==> src/rtl/lsu_pkg.sv <==
// Shared definitions for the load/store unit.
//   SZ_*        funct3 access-size encodings
//   state_e     FSM states of the load/store unit
//   exc_cause_e exception cause codes reported on exc_cause
//   be_mask()   unshifted byte-enable pattern for an access size
package lsu_pkg;

    localparam logic [2:0] SZ_B  = 3'b000;
    localparam logic [2:0] SZ_H  = 3'b001;
    localparam logic [2:0] SZ_W  = 3'b010;
    localparam logic [2:0] SZ_D  = 3'b011;
    localparam logic [2:0] SZ_BU = 3'b100;
    localparam logic [2:0] SZ_HU = 3'b101;
    localparam logic [2:0] SZ_WU = 3'b110;

    typedef enum logic [1:0] {
        IDLE = 2'd0,
        REQ  = 2'd1,
        WAIT = 2'd2,
        RESP = 2'd3
    } state_e;

    typedef enum logic [1:0] {
        EXC_MISALIGN = 2'd0,
        EXC_ILLEGAL  = 2'd1,
        EXC_TIMEOUT  = 2'd2
    } exc_cause_e;

    // The low two funct3 bits give the access width; the unsigned bit
    // does not change how many bytes are touched.
    function automatic logic [7:0] be_mask(input logic [2:0] size);
        case (size[1:0])
            2'b00:   be_mask = 8'h01;
            2'b01:   be_mask = 8'h03;
            2'b10:   be_mask = 8'h0F;
            default: be_mask = 8'hFF;
        endcase
    endfunction

endpackage

==> src/rtl/lsu_align.sv <==
// Combinational lane steering for the load/store unit.
//   size     : funct3 access size
//   off      : byte offset of the access inside the XLEN-wide bus word
//   st_data  : rs2 value for stores
//   ld_raw   : raw bus read word
//   be       : byte enables (size mask shifted to the lane offset)
//   st_lanes : store data replicated into every lane of its width
//   ld_data  : selected lane, sign- or zero-extended to XLEN
module lsu_align
    import lsu_pkg::*;
#(
    parameter int XLEN = 32
) (
    input  logic [2:0]                size,
    input  logic [$clog2(XLEN/8)-1:0] off,
    input  logic [XLEN-1:0]           st_data,
    input  logic [XLEN-1:0]           ld_raw,
    output logic [XLEN/8-1:0]         be,
    output logic [XLEN-1:0]           st_lanes,
    output logic [XLEN-1:0]           ld_data
);
    localparam int NB = XLEN / 8;

    assign be = NB'(16'(be_mask(size)) << off);

    // Replicating the store value means the byte enables alone decide
    // which lanes land; no data shifter is needed.
    for (genvar i = 0; i < NB; i++) begin : g_lane
        assign st_lanes[8*i +: 8] =
            (size[1:0] == 2'b00) ? st_data[7:0] :
            (size[1:0] == 2'b01) ? st_data[8*(i%2) +: 8] :
            (size[1:0] == 2'b10) ? st_data[8*(i%4) +: 8] :
                                   st_data[8*i +: 8];
    end

    logic [XLEN-1:0] shifted;
    assign shifted = ld_raw >> {off, 3'b000};

    always_comb begin
        case (size)
            SZ_B:    ld_data = XLEN'($signed(shifted[7:0]));
            SZ_H:    ld_data = XLEN'($signed(shifted[15:0]));
            SZ_W:    ld_data = XLEN'($signed(shifted[31:0]));
            SZ_BU:   ld_data = XLEN'(shifted[7:0]);
            SZ_HU:   ld_data = XLEN'(shifted[15:0]);
            SZ_WU:   ld_data = XLEN'(shifted[31:0]);
            default: ld_data = shifted;
        endcase
    end

endmodule

==> src/rtl/ieu_lsu.sv <==
// Multi-cycle load/store execution unit.
//   i_clk, i_rst        : clock, synchronous active-low reset
//   issue_*             : op handshake (valid/ready) and operands
//   mem_*               : req/gnt/rvalid data-memory bus
//   wb_valid/rd/data    : one-cycle load writeback pulse
//   exc_valid/exc_cause : one-cycle exception pulse (misalign/illegal/timeout)
//   op_done             : one-cycle pulse on every completion
// ADDR_W is expected to be no wider than XLEN.
module ieu_lsu
    import lsu_pkg::*;
#(
    parameter int XLEN    = 32,
    parameter int ADDR_W  = 32,
    parameter int TIMEOUT = 255
) (
    input  logic                i_clk,
    input  logic                i_rst,
    input  logic                issue_valid,
    output logic                issue_ready,
    input  logic                issue_store,
    input  logic [2:0]          issue_size,
    input  logic [XLEN-1:0]     issue_base,
    input  logic [XLEN-1:0]     issue_imm,
    input  logic [XLEN-1:0]     issue_wdata,
    input  logic [4:0]          issue_rd,
    output logic                mem_req,
    input  logic                mem_gnt,
    output logic                mem_we,
    output logic [ADDR_W-1:0]   mem_addr,
    output logic [XLEN/8-1:0]   mem_be,
    output logic [XLEN-1:0]     mem_wdata,
    input  logic                mem_rvalid,
    input  logic [XLEN-1:0]     mem_rdata,
    output logic                wb_valid,
    output logic [4:0]          wb_rd,
    output logic [XLEN-1:0]     wb_data,
    output logic                exc_valid,
    output logic [1:0]          exc_cause,
    output logic                op_done
);
    localparam int NB    = XLEN / 8;
    localparam int OFF_W = $clog2(NB);

    state_e             state;
    logic [2:0]         size_q;
    logic               store_q;
    logic [4:0]         rd_q;
    logic [OFF_W-1:0]   off_q;
    logic [15:0]        tmo_cnt;

    logic [ADDR_W-1:0]  ea;
    logic               illegal, misal, tmo_hit;
    logic [2:0]         al_size;
    logic [OFF_W-1:0]   al_off;
    logic [NB-1:0]      al_be;
    logic [XLEN-1:0]    al_st, al_ld;

    assign ea      = ADDR_W'(issue_base + issue_imm);
    assign tmo_hit = tmo_cnt >= 16'(TIMEOUT - 1);

    // One aligner serves both directions: store steering is only needed
    // at accept (IDLE), load extraction only afterwards.
    assign al_size = (state == IDLE) ? issue_size : size_q;
    assign al_off  = (state == IDLE) ? ea[OFF_W-1:0] : off_q;

    lsu_align #(.XLEN(XLEN)) u_align (
        .size     (al_size),
        .off      (al_off),
        .st_data  (issue_wdata),
        .ld_raw   (mem_rdata),
        .be       (al_be),
        .st_lanes (al_st),
        .ld_data  (al_ld)
    );

    always_comb begin
        illegal = 1'b0;
        misal   = 1'b0;
        case (issue_size)
            SZ_B, SZ_H, SZ_W: illegal = 1'b0;
            SZ_BU, SZ_HU:     illegal = issue_store;
            SZ_WU:            illegal = issue_store || (XLEN == 32);
            SZ_D:             illegal = (XLEN == 32);
            default:          illegal = 1'b1;
        endcase
        case (issue_size)
            SZ_H, SZ_HU: misal = ea[0];
            SZ_W, SZ_WU: misal = (ea[1:0] != 2'b00);
            SZ_D:        misal = (ea[2:0] != 3'b000);
            default:     misal = 1'b0;
        endcase
    end

    always_ff @(posedge i_clk) begin
        if (!i_rst) begin
            state       <= IDLE;
            issue_ready <= 1'b1;
            size_q      <= '0;
            store_q     <= 1'b0;
            rd_q        <= '0;
            off_q       <= '0;
            tmo_cnt     <= '0;
            mem_req     <= 1'b0;
            mem_we      <= 1'b0;
            mem_addr    <= '0;
            mem_be      <= '0;
            mem_wdata   <= '0;
            wb_valid    <= 1'b0;
            wb_rd       <= '0;
            wb_data     <= '0;
            exc_valid   <= 1'b0;
            exc_cause   <= '0;
            op_done     <= 1'b0;
        end else begin
            // Completion outputs are pulses; they only live in RESP.
            op_done   <= 1'b0;
            wb_valid  <= 1'b0;
            wb_rd     <= '0;
            wb_data   <= '0;
            exc_valid <= 1'b0;
            exc_cause <= '0;

            case (state)
                IDLE: begin
                    if (issue_valid) begin
                        issue_ready <= 1'b0;
                        size_q      <= issue_size;
                        store_q     <= issue_store;
                        rd_q        <= issue_rd;
                        off_q       <= ea[OFF_W-1:0];
                        tmo_cnt     <= '0;
                        if (illegal || misal) begin
                            state     <= RESP;
                            op_done   <= 1'b1;
                            exc_valid <= 1'b1;
                            exc_cause <= illegal ? EXC_ILLEGAL : EXC_MISALIGN;
                        end else begin
                            state     <= REQ;
                            mem_req   <= 1'b1;
                            mem_we    <= issue_store;
                            mem_addr  <= {ea[ADDR_W-1:OFF_W], OFF_W'(0)};
                            mem_be    <= al_be;
                            mem_wdata <= al_st;
                        end
                    end
                end

                REQ: begin
                    tmo_cnt <= tmo_cnt + 16'd1;
                    if (mem_gnt || tmo_hit) begin
                        mem_req   <= 1'b0;
                        mem_we    <= 1'b0;
                        mem_addr  <= '0;
                        mem_be    <= '0;
                        mem_wdata <= '0;
                    end
                    // A grant in the last allowed cycle still wins over timeout.
                    if (mem_gnt) begin
                        if (store_q) begin
                            state   <= RESP;
                            op_done <= 1'b1;
                        end else begin
                            state <= WAIT;
                        end
                    end else if (tmo_hit) begin
                        state     <= RESP;
                        op_done   <= 1'b1;
                        exc_valid <= 1'b1;
                        exc_cause <= EXC_TIMEOUT;
                    end
                end

                WAIT: begin
                    tmo_cnt <= tmo_cnt + 16'd1;
                    if (mem_rvalid) begin
                        state   <= RESP;
                        op_done <= 1'b1;
                        // x0 is never written, so no writeback pulse for rd=0.
                        if (rd_q != 5'd0) begin
                            wb_valid <= 1'b1;
                            wb_rd    <= rd_q;
                            wb_data  <= al_ld;
                        end
                    end else if (tmo_hit) begin
                        state     <= RESP;
                        op_done   <= 1'b1;
                        exc_valid <= 1'b1;
                        exc_cause <= EXC_TIMEOUT;
                    end
                end

                default: begin  // RESP
                    state       <= IDLE;
                    issue_ready <= 1'b1;
                end
            endcase
        end
    end

endmodule
==> config.mk <==
export PLATFORM = sky130hd
export DESIGN_NAME = ieu_lsu
export DESIGN_NICKNAME = d
export VERILOG_FILES = /design/src/rtl/lsu_pkg.sv /design/src/rtl/lsu_align.sv /design/src/rtl/ieu_lsu.sv
export SDC_FILE = /design/constraint.sdc
export NUM_CORES = 1
export LEC_CHECK = 0
export BUFFER_PORTS_ARGS = -buffer_cell sky130_fd_sc_hd__buf_4
export CAP_MARGIN = 20
export CORE_UTILIZATION = 51
export DETAILED_ROUTE_END_ITERATION = 8
export GPL_ROUTABILITY_DRIVEN = 1
export PLACE_DENSITY = 0.81
export SETUP_SLACK_MARGIN = 0.5
export SYNTH_ARGS = -nofsm -noshare
export SYNTH_HDL_FRONTEND = slang
export SYNTH_SLANG_ARGS = --single-unit
==> constraint.sdc <==
create_clock -name i_clk -period 3.7 [get_ports i_clk]
set_input_delay 0.74 -clock i_clk [delete_from_list [all_inputs] [get_ports i_clk]]
set_output_delay 0.74 -clock i_clk [all_outputs]
set_load 0.02 [all_outputs]
# Yosys cells after proc, flatten, opt, wreduce, memory -nomap -nowiden
# Cells that the tools add are included.
dict set report classes {
  mux 58
  eq_ne 16
  magnitude_cmp 1
  reduce_logical 22
  bitwise 1
  n_addsub 2
  shift 2
}
# op n
set op_table {}
lappend op_table {{$mux W32} 5}
lappend op_table {{$pmux W32 S2} 2}
lappend op_table {{$pmux W32 S4} 1}
lappend op_table {{$mux W8} 5}
lappend op_table {{$add A32 B32 Y32} 1}
lappend op_table {{$pmux W16 S2} 1}
lappend op_table {{$shr A32 B5 Y32} 1}
lappend op_table {{$pmux W8 S3} 1}
lappend op_table {{$mux W1} 19}
lappend op_table {{$mux W2} 9}
lappend op_table {{$add A16 B1 Y16 const B} 1}
lappend op_table {{$ge A16 B8 Y1 const B} 1}
lappend op_table {{$mux W16} 1}
lappend op_table {{$eq A3 B3 Y1 const B} 5}
lappend op_table {{$mux W4} 3}
lappend op_table {{$pmux W2 S3} 2}
lappend op_table {{$pmux W1 S3} 3}
lappend op_table {{$pmux W1 S2} 4}
lappend op_table {{$pmux W4 S2} 1}
lappend op_table {{$reduce_and A4 Y1} 2}
lappend op_table {{$reduce_or A2 Y1} 4}
lappend op_table {{$shl A8 B2 Y4} 1}
lappend op_table {{$eq A3 B1 Y1 const B} 2}
lappend op_table {{$eq A3 B2 Y1 const B} 2}
lappend op_table {{other kinds (14)} 25}
dict set report word_totals {
  reg_bits 142
}

# Longest topological paths before layout
# Gate-level depths: netlist (run 1).
dict set report logic_depth {
  ltp_word 8
  ltp_mapped 13
}

# Modules after synthesis
# From an unflattened synthesis (run 1), not the netlist that was laid out.
dict set report unflattened {
  hier_cells 879
  area_unflattened_um2 7612.3
}
# mod seq_area_each_um2 instances area_per_inst_um2 cells_each
set by_module_without_submodules {}
lappend by_module_without_submodules {ieu_lsu 2802.7 1 6471.2 711}
lappend by_module_without_submodules {lsu_align 0.0 1 1141.1 168}

# Worst setup path after synthesis (run 1)
# OpenSTA, ideal clock, no wires.
dict set report synth_path {
  path_type {input to register}
  startpoint {input port issue_base[0]}
  endpoint {register wb_data[24]}
  path_buffers 1
  slack_ns 0.795
  t_arrival_ns 2.840
  path_stages 11
  path_cell_list {ha_1 inv_1 fa_1 a21oi_1 nand3_1 o21ai_0 nand2b_1 a211oi_2 buf_2 a21oi_1 nor2_1}
}
dict set report synth_between {
  elab_chain_len 4
}
# item line
set synth_lines {}
lappend synth_lines {{start: declaration} ieu_lsu.sv:22} ;# input logic [XLEN-1:0] issue_base,
lappend synth_lines {{$add A32 B32 Y32} ieu_lsu.sv:58} ;# assign ea = ADDR_W'(issue_base + issue_imm);
lappend synth_lines {{$mux W2} ieu_lsu.sv:64} ;# assign al_off = (state == IDLE) ? ea[OFF_W-1:0] : off_q;
lappend synth_lines {{$shr A32 B5 Y32} lsu_align.sv:37} ;# assign shifted = ld_raw >> {off, 3'b000};
lappend synth_lines {{$pmux W32 S4} lsu_align.sv:40} ;# case (size)
lappend synth_lines {{end signal: assignment} ieu_lsu.sv:182} ;# wb_data <= al_ld;
lappend synth_lines {{end: declaration} ieu_lsu.sv:36} ;# output logic [XLEN-1:0] wb_data,
# Every way passes these cells.
# A chain may end at the register's enable or synchronous reset.

# Worst setup path in the final report (run 1)
dict set report layout_path {
  startpoint {register state[0]}
  endpoint {register wb_data[13]}
}
dict set report layout_between {
  elab_chain_len 4
}
# item line
set layout_lines {}
lappend layout_lines {{start: declaration} ieu_lsu.sv:44} ;# state_e state;
lappend layout_lines {{start signal: assignment} ieu_lsu.sv:96} ;# state <= IDLE;
lappend layout_lines {{start signal: assignment} ieu_lsu.sv:133} ;# state <= RESP;
lappend layout_lines {{start signal: assignment} ieu_lsu.sv:138} ;# state <= REQ;
lappend layout_lines {{$logic_not A2 Y1} {ieu_lsu.sv:63, ieu_lsu.sv:64}}
lappend layout_lines {{$mux W2 or $mux W3 (tied branches)} {ieu_lsu.sv:64, ieu_lsu.sv:63}}
lappend layout_lines {{$shr A32 B5 Y32 (tied with other cells)} lsu_align.sv:37}
lappend layout_lines {{$pmux W32 S4} lsu_align.sv:40}
# Several ways; a longest one is shown, not always the timed one.

==> key figures, run 1 <==
Worst setup path
  – Nature of the critical path endpoint: register
  – Critical path data arrival time: ~3.1 ns
  – Sequence of cells on the critical path: inv_1 > ha_2 > mux2i_1 > nand2_1 > nand2_1 > nor2_1 > a31oi_1 > nand2b_1 > or2_2 > a21oi_1
  – Largest fanout on the critical path: 17
  – Max stage delay on crit path: just over 0.5 ns
  – Reg-to-reg slack, setup: around 0.9 ns
  – Master of the slowest instance on the critical path: mux2i_1
  – CP delay by family, top: simple AND/OR/NAND/NOR gates
  – Sort of element at the start of the critical path: register
  – Critical path buffer and inverter count: 1
  – Data required time of the worst path: between 4 and 5 ns
  – Type of the setup path with the least slack: reg2reg
  – Dominant cell type by count on the critical path: nand2_1

STA
  – Tightest Pin Transition: ~0.97 ns
  – Final Cycle Share: roughly three quarters
  – Final TNS setup: 0 ns
  – Slew headroom: a little over a third
  – Final worst path period need: roughly 2.8 ns
  – Final-report hold violation count: 0
  – Setup repair after global routing missed its margin: false
  – Count of endpoints failing setup in the final report: 0
  – Final max-slew violation count: 0
  – Fmax: 355 MHz
  – Worst clock skew: around 0.0087 ns

Clocking
  – TritonCTS Buffers: 17
  – Clock tree from TritonCTS: yes
  – Clock-pin slew on the worst setup and hold paths: ~0.060 ns
  – Post-CTS setup buffer count: 0
  – Clock tree root driver cell: clkbuf_16
  – Max clock buf depth: 2
  – Max H-tree Level: 4
  – Num Clock Sinks: 140
  – Latest clock arrival within the worst-skew pair: about 0.42 ns

GRT
  – Initial antenna violation count: 0
  – Total global-route track usage: between 20% and 30%
  – Wire length of the first global-routing pass: roughly 33000 microns
  – Residual overflow from global routing: 0
  – Maximum number of pins on one net before global-route repair: 50
  – Via count of the first global-routing pass: roughly 6800

Finish
  – Antenna cell count: 0
  – Proportion of layout cells with a drive suffix above 1: between 20 and 30%
  – Leading cell types in the layout, fill and taps excluded: buf_4, dfxtp_1, nand2_1
  – Leading cell type in the layout, fill and taps excluded: buf_4
  – Total non-filler cell area in the finished layout: between 10000 and 15000 sq um
  – Layout Nets: roughly 1300
  – Area growth from synthesis to layout: 35.7%
  – Final core utilization: 72.0%

Route
  – Detailed-routing iteration count for the pre-antenna-repair pass: 8
  – First DRT Iteration DRCs: around 690
  – Total vias in the final route: between 7000 and 8000
  – Number of nets with antenna violations after detailed routing: 0
  – Remaining design rule violation count: 0
  – Vias per cell: roughly 5.5
  – Final wirelength: approximately 22000 microns
  – DR WL/cell: roughly 16 microns

Floorplanning
  – Vertical die dimension: 123 microns
  – Total Die Area: 15100 sq um
  – Core area: roughly 14000 sq um
  – Die extent in x: ~120 microns
  – Num rows: between 40 and 50
  – Initial cell density of the core: 53.0%
  – Boundary Pins: around 260

Placement
  – Cell Area, Placed: 9490 sq um
  – Total half-perimeter wirelength after legalization and detailed placement: ~16000 microns
  – Routability congestion estimate: between 0.9 and 1
  – IO Port Bufs: 252

Power and ir drop
  – Worst supply voltage drop on vdd: about 0.00041 V
  – Relative contribution of combinational cells to total power: approximately two fifths
  – Power share of the sequential group: 29.3%
  – Sw frac: a little under two fifths
  – Areal power density over the cells: approximately 600 nW/um^2
  – Overall power: just over 6 mW
  – Clock network power share: 29.2%
  – P_int: about 3.8 mW
  – Net switching power: around 2.3 mW
  – Leakage power summed over all cells: 4.59 nW

Logic synthesis
  – Top area cells in the synthesized netlist: dfxtp_1, nand2_1, ha_1
  – Synthesized instance count: between 800 and 900
  – Yosys warns: 0
  – Sequential area share after synthesis: about 38%
  – Mean post-synth cell area: ~8.3 sq um
  – Number of register bits inferred by synthesis: 140
  – Top-area cell type share of the netlist area: about 38%
  – Post-synth EDFFs: 0
  – Post-Syn Area: 7450 sq um
  – Number of distinct standard cells referenced by the synthesized netlist: 68
  – FFs w/ async S/R, synth: 0%
  – Library cell occupying the most area in the post-synthesis netlist: dfxtp_1
  – Flip-flop cell with the highest count after synthesis: dfxtp_1

Min path
  – Class of the most critical hold timing path: reg2reg

Status
  – Run status: finished, final reports clean

Run
  – Max-cap viol count: 0
[per-layer routing]
metal | track usage, % | vias up | wire length [microns]
met5 | 0 | - | 0
met4 | 10.6 | 0 | 489
met3 | 6.60 | 47 | 1720
met2 | 45.9 | 320 | 10200
met1 | 37.1 | 3310 | 9350
li1 | - | 3607 | -
[stage by stage]
stage / cells / worst slack, ns / hold WS, ns
after floorplan: 893 / 0.795 / 0.438
after global placement: 1296 / 0.567 / 0.437
after detailed placement: 1296 / 0.505 / 0.448
after CTS: 1328 / 0.718 / 0.462
after global routing: 1328 / 0.703 / 0.486
final: 1328 / 0.881 / 0.453
[logic make-up (layout without fill, tap and decap cells)]
logic type      count (synthesis)  count (layout)  share of synthesized area, %
flops                         140             140                          37.6
buf+inv                        58             313                          3.68
mux                            31              31                          4.33
compound gates                248             248                          21.9
fa+ha+maj                      39              39                          6.65
xor+xnor                       45              45                          5.29
simple gates                  330             330                          20.4
other cells                     1               2                        0.0504
[worst min-delay path: stages, from the launching register on]
cell	delay [ns]
dfxtp_1	0.32
nand2_1	0.04
o21ai_0	0.05
[power by group through the flow]
stage	clock network (mW)	registers, mW	logic, mW
floorplan	0	1.93	1.58
global placement	0	1.80	2.45
detailed placement	0	1.81	2.47
CTS	1.78	1.78	2.49
global route	1.86	1.80	2.74
finish	1.77	1.78	2.52
[synth_stat cells (7+ instances only)]
master    instances
a211oi_1         11
a21boi_0         12
a21o_1           17
a21oi_1          88
a22oi_1          18
a311oi_1          8
a31oi_1           7
and2_1           10
buf_2             9
clkbuf_1         26
dfxtp_1         140
ha_1             38
inv_1            13
mux2i_1          26
nand2_1         137
nand2b_1          7
nand3_1          11
nand4_1          10
nor2_1           77
nor2b_1          53
o21ai_0          46
xnor2_1          20
xor2_1           25
[what timing repair did]
item | in CTS | in global routing
hold buffers | 0 | 0
gates resized for setup | 0 | 1
setup endpoints to repair | 0 | 3
[layout make-up]
class	count	area (sq um)
multi-input cells	695	4390
well taps	180	225
flip-flops and latches	140	2800
inverters	13	48.8
clock buffers	22	474
clock inverters	10	139
fillers	1118	3940
repair buffers	268	2020
[state kept, by name (all words and copies together), names as in the netlist, 3 cells and up]
name	count
mem_wdata	32
wb_data	32
mem_addr	30
tmo_cnt	16
rd_q	5
wb_rd	5
mem_be	4
size_q	3
[final timing paths]
check,from,endpoint,cells after the start
max,state[0],wb_data[13],10
min,mem_addr[18],mem_addr[18],2
max reg2reg,state[0],wb_data[13],10
min reg2reg,mem_addr[18],mem_addr[18],2
Note: power is estimated with default switching activity, not from simulation.
==> run 2: changes to the inputs <==
- clock period: 3.7 -> 2.9 ns (I/O delays scaled with it)
==> run 2 against run 1 <==
- wire length up 8.7%
- final area up 5.3%
- sequential share of layout area is 1.3 points lower
- critical path type is now in2reg
- highest routed layer unchanged
- critical path depth up 3
- via count is 3.4% higher
- critical endpoint is now wb_data[27]
- register-to-register slack worse by 0.37 ns
- clock power up 16%
- combinational power up 54%
- final cell count up 2.0%
==> key figures, run 2 (synthesis results as in run 1) <==
Finish
  – Proportion of layout cells with a drive suffix above 1: 34.6%
  – Leading cell type in the layout, fill and taps excluded: buf_4
  – Area growth from synthesis to layout: 42.9%
  – Final core utilization: between 70% and 80%
  – Leading cell types in the layout, fill and taps excluded: buf_4, dfxtp_1, nand2_1
  – Layout Nets: ~1300
  – Largest registers: mem_wdata x32, wb_data x32, mem_addr x30
  – Antenna cell count: 0

Power and ir drop
  – Worst supply voltage drop on vdd: ~0.00056 V
  – Net switching power: ~3.2 mW
  – Leakage power summed over all cells: roughly 4.8 nW
  – P_int: between 4 and 5 mW
  – Power share of the sequential group: ~28%
  – Areal power density over the cells: just under 800 nW/um^2
  – Sw frac: around two fifths
  – Relative contribution of combinational cells to total power: ~47%
  – Clock network power share: roughly 25%

Worst setup path
  – Nature of the critical path endpoint: register
  – FF-to-FF Start: state[0]
  – Largest fanout on the critical path: 8
  – Endpoint of the worst register-to-register path: wb_data[27]
  – Critical path data arrival time: between 2 and 3 ns
  – Data required time of the worst path: about 3.3 ns
  – Max stage delay on crit path: between 0.4 and 0.5 ns
  – Startpoint of the most critical setup path: issue_imm[0]
  – R2r worst-path depth: 13
  – Type of the setup path with the least slack: in2reg
  – Sort of element at the start of the critical path: input pin
  – Reg-to-reg slack, setup: roughly 0.51 ns
  – Sequence of cells on the critical path: buf_6 > ha_4 > inv_2 > fa_2 > a21oi_4 > nand3_1 > o21ai_0 > nand2b_1 > a211oi_4 > buf_4 > buf_12 > a21oi_1 > nor2_1
  – Master of the slowest instance on the critical path: fa_2
  – Termination of the worst setup path: wb_data[27]

STA
  – Slew headroom: between 50% and 60%
  – Setup repair after global routing missed its margin: true
  – Final worst path period need: approximately 2.4 ns
  – Final TNS setup: 0 ns
  – Tightest Pin Transition: 0.663 ns
  – Final Cycle Share: roughly 83%
  – Fmax: 415 MHz
  – Final max-slew violation count: 0
  – Final-report hold violation count: 0
  – Worst clock skew: roughly 0.0085 ns
  – Count of endpoints failing setup in the final report: 0

GRT
  – Total global-route track usage: between 30% and 40%
  – Wire length of the first global-routing pass: approximately 35000 microns
  – Maximum number of pins on one net before global-route repair: 66
  – Residual overflow from global routing: 0
  – Via count of the first global-routing pass: 7036
  – Initial antenna violation count: 0

Floorplanning
  – Core area: 14000 sq um
  – Boundary Pins: around 260
  – Initial cell density of the core: between 50% and 60%
  – Num rows: 43
  – Die extent in x: between 100 and 150 microns
  – Vertical die dimension: 123 microns
  – Total Die Area: about 15000 sq um

Placement
  – IO Port Bufs: about 250
  – Routability congestion estimate: slightly above 0.9
  – Total half-perimeter wirelength after legalization and detailed placement: ~17000 microns

Clocking
  – Clock-pin slew on the worst setup and hold paths: approximately 0.06 ns
  – Clock tree root driver cell: clkbuf_16
  – Max H-tree Level: 4
  – Num Clock Sinks: 140
  – Latest clock arrival within the worst-skew pair: about 0.43 ns
  – Clock tree from TritonCTS: yes
  – TritonCTS Buffers: 17
  – Max clock buf depth: 2

Route
  – Final wirelength: about 24000 microns
  – First DRT Iteration DRCs: slightly above 600
  – DR WL/cell: roughly 17 microns
  – Number of nets with antenna violations after detailed routing: 0
  – Detailed-routing iteration count for the pre-antenna-repair pass: 5
  – Vias per cell: 5.56
  – Total vias in the final route: between 7000 and 8000
  – Remaining design rule violation count: 0

Min path
  – Class of the most critical hold timing path: in2reg

Run
  – Max-cap viol count: 0

Status
  – Run status: finished, final reports clean
-- run 2: cell types whose count changed in the layout (fill, tap and decap cells not counted), sizes merged --
cell      before  now
and2          10   11
buf          268  291
bufinv         3    1
clkbuf        22   21
clkinv         6    5
clkinvlp       1    5
inv           13   15
-- run 2: final cells by class --
cell class                      instances  area [sq um]
Multi-Input combinational cell        696          4710
Timing Repair Buffer                  293          2290
Clock buffer                           19           443
Tap cell                              180           225
Sequential cell                       140          2810
Inverter                               13          48.8
Fill cell                            1047          3400
Clock inverter                         13           118
-- run 2: worst min-delay path by stage --
stage | from | to | slack (ns) | cells past startpoint
3_3_place_gp | mem_addr[30] | mem_addr[30] | 0.45 | 2
2_1_floorplan | store_q | store_q | 0.44 | 2
4_1_cts | mem_rdata[30] | wb_data[30] | 0.39 | 3
6_report | mem_rdata[30] | wb_data[30] | 0.40 | 3
5_1_grt | issue_rd[2] | rd_q[2] | 0.41 | 3
3_5_place_dp | mem_addr[24] | mem_addr[24] | 0.45 | 2
-- run 2: layer usage --
| metal | routed length (microns) | GRT usage (%) | part of all wire (%) |
|---|---|---|---|
| met1 | 9920 | 39.0 | 42 |
| met2 | 11100 | 48.3 | 47 |
| met3 | 1770 | 5.72 | 7.5 |
| met4 | 831 | 15.5 | 3.5 |
| met5 | 0 | 0 | 0 |
-- run 2: what timing repair did --
item,in CTS,in global routing
buffers inserted,1,11
gates resized for setup,6,22
gates cloned,0,3
hold buffers,0,0
setup endpoints to repair,50,96
pin swaps,0,15
-- run 2: through the flow --
step	hold WS [ns]	setup slack [ns]	total power [mW]	cells	cell area, sq um
2_1_floorplan	0.438	0.342	4.66	893	7770
4_1_cts	0.394	0.501	7.83	1340	10400
6_report	0.405	0.493	8.23	1354	10600
3_5_place_dp	0.449	-0.0181	5.69	1307	9840
5_1_grt	0.411	0.367	8.65	1354	10600
3_3_place_gp	0.448	0.0789	5.65	1307	9840
-- run 2: power by group through the flow --
stage / combinational (mW) / clock, mW / sequential [mW]
after floorplan: 2.20 / 0 / 2.46
after detailed placement: 3.38 / 0 / 2.31
final: 3.88 / 2.06 / 2.29
after global routing: 4.17 / 2.17 / 2.31
after global placement: 3.34 / 0 / 2.31
after CTS: 3.47 / 2.08 / 2.28
-- run 2: worst max-delay path, delay by kind of cell --
family                   cells  cell delay, ns
AO/OA/AOI/OAI                4            0.72
adder cells (fa/ha/maj)      2            0.64
buffers and inverters        4            0.43
AND/OR/NAND/NOR              3            0.40
